--- src/rtl/inst_rom_loader.sv ---
// inst_rom_loader: write-side loader for the instruction ROM.
// Parses a byte stream: count low byte, count high byte (word count N), then 4*N
// payload bytes packed little-endian into 32-bit words written at addresses 0..N-1.
// Optional feature macro: INST_LOADER_CHECKSUM_EN adds a trailing XOR checksum byte.
//
// Ports:
//   i_clk, i_rst_n      clock, asynchronous active-low reset
//   i_byte, i_byte_vld  host byte and its one-cycle valid strobe
//   i_reload            one-cycle pulse: abort/clear and return to idle
//   o_wdata, o_we,      ROM write port (registered, one-cycle write pulse)
//   o_waddr
//   o_init_done         image fully loaded (level)
//   o_busy              frame in progress
//   o_err               load failed (sticky until reload or reset)
module inst_rom_loader #(
  parameter int unsigned ADDR_W = 12,
  parameter int unsigned DEPTH  = 4096
) (
  input  logic              i_clk,
  input  logic              i_rst_n,
  input  logic [7:0]        i_byte,
  input  logic              i_byte_vld,
  input  logic              i_reload,
  output logic [31:0]       o_wdata,
  output logic              o_we,
  output logic [ADDR_W-1:0] o_waddr,
  output logic              o_init_done,
  output logic              o_busy,
  output logic              o_err
);

  localparam int unsigned IdxW = ADDR_W + 1;

  typedef enum logic [2:0] {
    StIdle,
    StCntHi,
    StData,
`ifdef INST_LOADER_CHECKSUM_EN
    StChk,
`endif
    StDone,
    StErr
  } state_e;

  state_e            state_q, state_d;
  logic [15:0]       cnt_q, cnt_d;
  logic [IdxW-1:0]   widx_q, widx_d;
  logic [1:0]        bidx_q, bidx_d;
  logic [23:0]       buf_q, buf_d;
  logic [31:0]       wdata_q, wdata_d;
  logic              we_q, we_d;
  logic [ADDR_W-1:0] waddr_q, waddr_d;
  logic [15:0]       n_full;
  logic [IdxW-1:0]   widx_nxt;
`ifdef INST_LOADER_CHECKSUM_EN
  logic [7:0]        csum_q, csum_d;
`endif

  assign n_full   = {i_byte, cnt_q[7:0]};
  assign widx_nxt = widx_q + IdxW'(1);

  always_comb begin
    state_d = state_q;
    cnt_d   = cnt_q;
    widx_d  = widx_q;
    bidx_d  = bidx_q;
    buf_d   = buf_q;
    wdata_d = wdata_q;
    waddr_d = waddr_q;
    we_d    = 1'b0;
`ifdef INST_LOADER_CHECKSUM_EN
    csum_d  = csum_q;
`endif
    if (i_reload) begin
      // Reload wins over a coincident byte; ROM write data/address are left alone.
      state_d = StIdle;
      cnt_d   = '0;
      widx_d  = '0;
      bidx_d  = '0;
      buf_d   = '0;
`ifdef INST_LOADER_CHECKSUM_EN
      csum_d  = '0;
`endif
    end else begin
      unique case (state_q)
        StIdle: begin
          if (i_byte_vld) begin
            cnt_d[7:0] = i_byte;
            state_d    = StCntHi;
          end
        end
        StCntHi: begin
          if (i_byte_vld) begin
            cnt_d[15:8] = i_byte;
            widx_d      = '0;
            bidx_d      = '0;
            if (n_full == 16'd0 || n_full > 16'(DEPTH)) state_d = StErr;
            else                                         state_d = StData;
          end
        end
        StData: begin
`ifndef INST_LOADER_CHECKSUM_EN
          // All words written: spend the write-pulse cycle here so init_done
          // rises only after o_we has dropped.
          if (16'(widx_q) == cnt_q) begin
            state_d = StDone;
          end else
`endif
          if (i_byte_vld) begin
`ifdef INST_LOADER_CHECKSUM_EN
            csum_d = csum_q ^ i_byte;
`endif
            bidx_d = bidx_q + 2'd1;
            unique case (bidx_q)
              2'd0: buf_d[7:0]   = i_byte;
              2'd1: buf_d[15:8]  = i_byte;
              2'd2: buf_d[23:16] = i_byte;
              default: begin
                wdata_d = {i_byte, buf_q};
                waddr_d = widx_q[ADDR_W-1:0];
                we_d    = 1'b1;
                widx_d  = widx_nxt;
`ifdef INST_LOADER_CHECKSUM_EN
                // Enter CHK right away so a back-to-back checksum byte is not lost.
                if (16'(widx_nxt) == cnt_q) state_d = StChk;
`endif
              end
            endcase
          end
        end
`ifdef INST_LOADER_CHECKSUM_EN
        StChk: begin
          if (i_byte_vld) state_d = (i_byte == csum_q) ? StDone : StErr;
        end
`endif
        StDone:  ;
        StErr:   ;
        default: state_d = StIdle;
      endcase
    end
  end

  always_ff @(posedge i_clk or negedge i_rst_n) begin
    if (!i_rst_n) begin
      state_q <= StIdle;
      cnt_q   <= '0;
      widx_q  <= '0;
      bidx_q  <= '0;
      buf_q   <= '0;
      wdata_q <= '0;
      we_q    <= 1'b0;
      waddr_q <= '0;
`ifdef INST_LOADER_CHECKSUM_EN
      csum_q  <= '0;
`endif
    end else begin
      state_q <= state_d;
      cnt_q   <= cnt_d;
      widx_q  <= widx_d;
      bidx_q  <= bidx_d;
      buf_q   <= buf_d;
      wdata_q <= wdata_d;
      we_q    <= we_d;
      waddr_q <= waddr_d;
`ifdef INST_LOADER_CHECKSUM_EN
      csum_q  <= csum_d;
`endif
    end
  end

  assign o_wdata     = wdata_q;
  assign o_we        = we_q;
  assign o_waddr     = waddr_q;
  assign o_init_done = (state_q == StDone);
  assign o_err       = (state_q == StErr);
`ifdef INST_LOADER_CHECKSUM_EN
  assign o_busy      = (state_q == StCntHi) || (state_q == StData) || (state_q == StChk);
`else
  assign o_busy      = (state_q == StCntHi) || (state_q == StData);
`endif

endmodule
--- config.mk ---
export PLATFORM = sky130hd
export DESIGN_NAME = inst_rom_loader
export DESIGN_NICKNAME = d
export VERILOG_FILES = /design/src/rtl/inst_rom_loader.sv
export SDC_FILE = /design/constraint.sdc
export NUM_CORES = 1
export LEC_CHECK = 0
export CAP_MARGIN = 10
export CORE_MARGIN = 2
export CORE_UTILIZATION = 25
export CTS_CLUSTER_SIZE = 25
export DETAILED_ROUTE_END_ITERATION = 10
export SYNTH_ARGS = -nofsm -noshare
export SYNTH_HDL_FRONTEND = slang
export SYNTH_SLANG_ARGS = --single-unit
--- constraint.sdc ---
create_clock -name i_clk -period 2.7 [get_ports i_clk]
set_input_delay 0.81 -clock i_clk [delete_from_list [all_inputs] [get_ports i_clk]]
set_output_delay 0.81 -clock i_clk [all_outputs]
set_load 0.01 [all_outputs]
==> results.cfg <==
[grt]
grt_pass1_vias = 3506
grt_usage_pct = 11.9
antenna_found_initial = 0
grt_max_degree = 104
grt-ovfl-total = 0
grt_pass1_wl_um = 18800

[timing]
max_slew_margin_pct = 62.8
max_freq_mhz = 394
final_max_slew_viol_count = 0
worst_slew_pin_slew_ns = 0.556
period_needed_ns = 2.54
rsz0062_at_grt = false
hold_viol = 0
finalSetupViolations = 0
finalHoldWorstSlack_ns = 0.507
fin_skew_ns = 0.00752
finalCritPeriodShare_pct = 94.0

[logic_synthesis]
async_flop_share_pct = 100
synthFlopType = dfrtp_1
synth_fa_ha_area_share_pct = 1.30
yosysTopAreaCellShare_pct = 53.4
synth_top_family_by_area = multiplexers
ys_top_cells_by_area = dfrtp_1, mux2_4, nand2_1, mux2i_1, mux2_2
synth_nets = 430
synth-seq-cells = 103
synthSimpleGateAreaFrac_pct = 14.4
yosysTopAreaCell = dfrtp_1
synth_area_um2 = 4830
synth_compound_gate_area_share_pct = 7.05
synth_edf_count = 0
ys_warn_count = 0
synthCells = 413
synth-xor-area-share_pct = 2.54
synth_cell_type_count = 50
seq_area_frac_synth_pct = 53.4
syn-mean-instance-area_um2 = 11.7
synth_mux_area_share_pct = 17.8

[floorplan]
io_pins = 60
die_w_um = 143
fp.dieH_um = 143
rows = 50
fp.coreArea_um2 = 18800
dieArea_um2 = 20400
start_util_pct = 25.6

[clock_network]
cts_max_level = 3
path_clk_slew_ns = 0.07
clk_path_buf_depth = 2
cts_buffers = 9
clock-sinks = 103
cts_tree = done
clock_latency_ns = 0.35
cts_hold_buffers = 0
cts_root_buffer = clkbuf_16

[drt]
first_pass_iters = 4
vias_per_cell = 4.51
drt-total-wl_um = 11500
vias = 3403
drcViolationCount = 0
drtIter0Drc = 197
ant_nets = 0
wire_per_inst_um = 15.3

[setup_path]
crit_required_ns = 1.89
regToRegSetupSlack_ns = 0.53
start_kind = flip-flop
crit_path_max_fanout = 11
arrival_ns = 1.73
end_kind = output port
path_class = flip-flop to output port

[placement]
routabilityCongestion = 0.856
dp.final_hpwl_um = 8340
placed_area_um2 = 5850
io_buffers = 59

[finish]
layout_common_cells = dfrtp_1, nand2_1, clkdlybuf4s50_1
final_common_cell = dfrtp_1
drive_gt1_share_pct = 19.2
nNetsFinal = 506
fillers = 1872
design_area_um2 = 6120
antenna_cells = 0
syn_to_final_growth_pct = 26.8

[hold_path]
worstHoldPathType = flip-flop to flip-flop

[pwr]
powerDensity_nw_per_um2 = 540
vdd.ir_drop.worst_uv = 213
p_leak_nw = 2.85

[outcome]
status = completed

[job]
maxCapViolCount = 0
sequential cells by signal, summed over array words and instances, names as in the netlist:
signal	flops
o_wdata	32
buf_q	24
cnt_q	16
widx_q	13
o_waddr	12
state_q	3
bidx_q	2
o_we	1
power by group:
part	total (W)	internal [W]	switching, W
clock	0.00119	0.000624	0.000567
combinational	0.000484	0.000195	0.000289
sequential	0.00163	0.00158	0.0000488
kinds of logic (layout without fill, tap and decap cells):
| kind of cell | Yosys count | after routing |
|---|---|---|
| xor gates and xnor gates | 14 | 14 |
| buffers and inverters | 29 | 110 |
| muxes | 70 | 70 |
| DFF | 103 | 103 |
| and+or+nand+nor | 140 | 140 |
| adders and majority gates | 5 | 5 |
| AOI/OAI and AO/OA | 52 | 52 |
timing repair:
action,in CTS,in global routing
gates resized for setup,0,1
buffers inserted,0,0
endpoints found under the setup margin,0,1
cell usage after synthesis, types with 3 or more instances:
library cell and n:
dfrtp_1 103, nand2_1 73, mux2_4 27, mux2i_1 25
a21oi_1 21, mux2_2 18, xnor2_1 14, nand3_1 11
clkbuf_1 10, nor2_1 10, o21ai_0 10, nand2b_1 6
nor4_1 6, and3_1 5, buf_2 5, ha_1 5
inv_1 5, nand4_1 5, nor3_1 5, a211o_1 3
buf_4 3, buf_6 3, nand4b_1 3, or4_1 3
through the flow:
step | cells | power [W] | utilization [%] | worst slack [ns] | setup TNS (ns)
after floorplan | 413 | 0.00193 | - | 0.409 | 0
after global routing | 754 | 0.00345 | 32.5 | 0.0248 | 0
final | 754 | 0.00330 | 32.5 | 0.162 | 0
after global placement | 738 | 0.00214 | 31.1 | 0.00201 | 0
after CTS | 754 | 0.00335 | 32.5 | 0.0335 | 0
after detailed placement | 738 | 0.00215 | 31.1 | -0.0294 | -0.0325
path summary, 6_finish.rpt:
| kind | cells after the start | start | end |
|---|---|---|---|
| setup / recovery | 3 | state_q[1] | o_err |
| hold / removal | 1 | o_wdata[5] | o_wdata[5] |
| setup reg to reg | 7 | widx_q[2] | widx_q[11] |
| hold reg to reg | 1 | o_wdata[5] | o_wdata[5] |
| max in group asynchronous | 2 | i_rst_n | o_waddr[3] |
| min in group asynchronous | 2 | i_rst_n | buf_q[0] |
layout make-up:
type                       count  area, um^2  area share, %
timing repair buffer          88         846           13.8
sequential                   103        2580           42.1
inverter                       6        22.5          0.368
clock inverter                 5        35.0          0.573
multi-input combinational    281        2080           34.0
clock buffer                  11         233           3.80
tap                          260         325           5.32
critical path, stage by stage (launching register included):
cell and delay (ns):
dfrtp_1 0.41, buf_4 0.18, nor3b_1 0.21, clkdlybuf4s50_1 0.59
per-layer routing:
layer	GRT usage [%]	vias to the layer above	wire length (um)
li1	-	1620	-
met5	0	-	0
met1	15.5	1689	5340
met4	4.79	0	95
met3	3.22	13	656
met2	18.7	81	5430
Power figures use the tool's default switching activity.
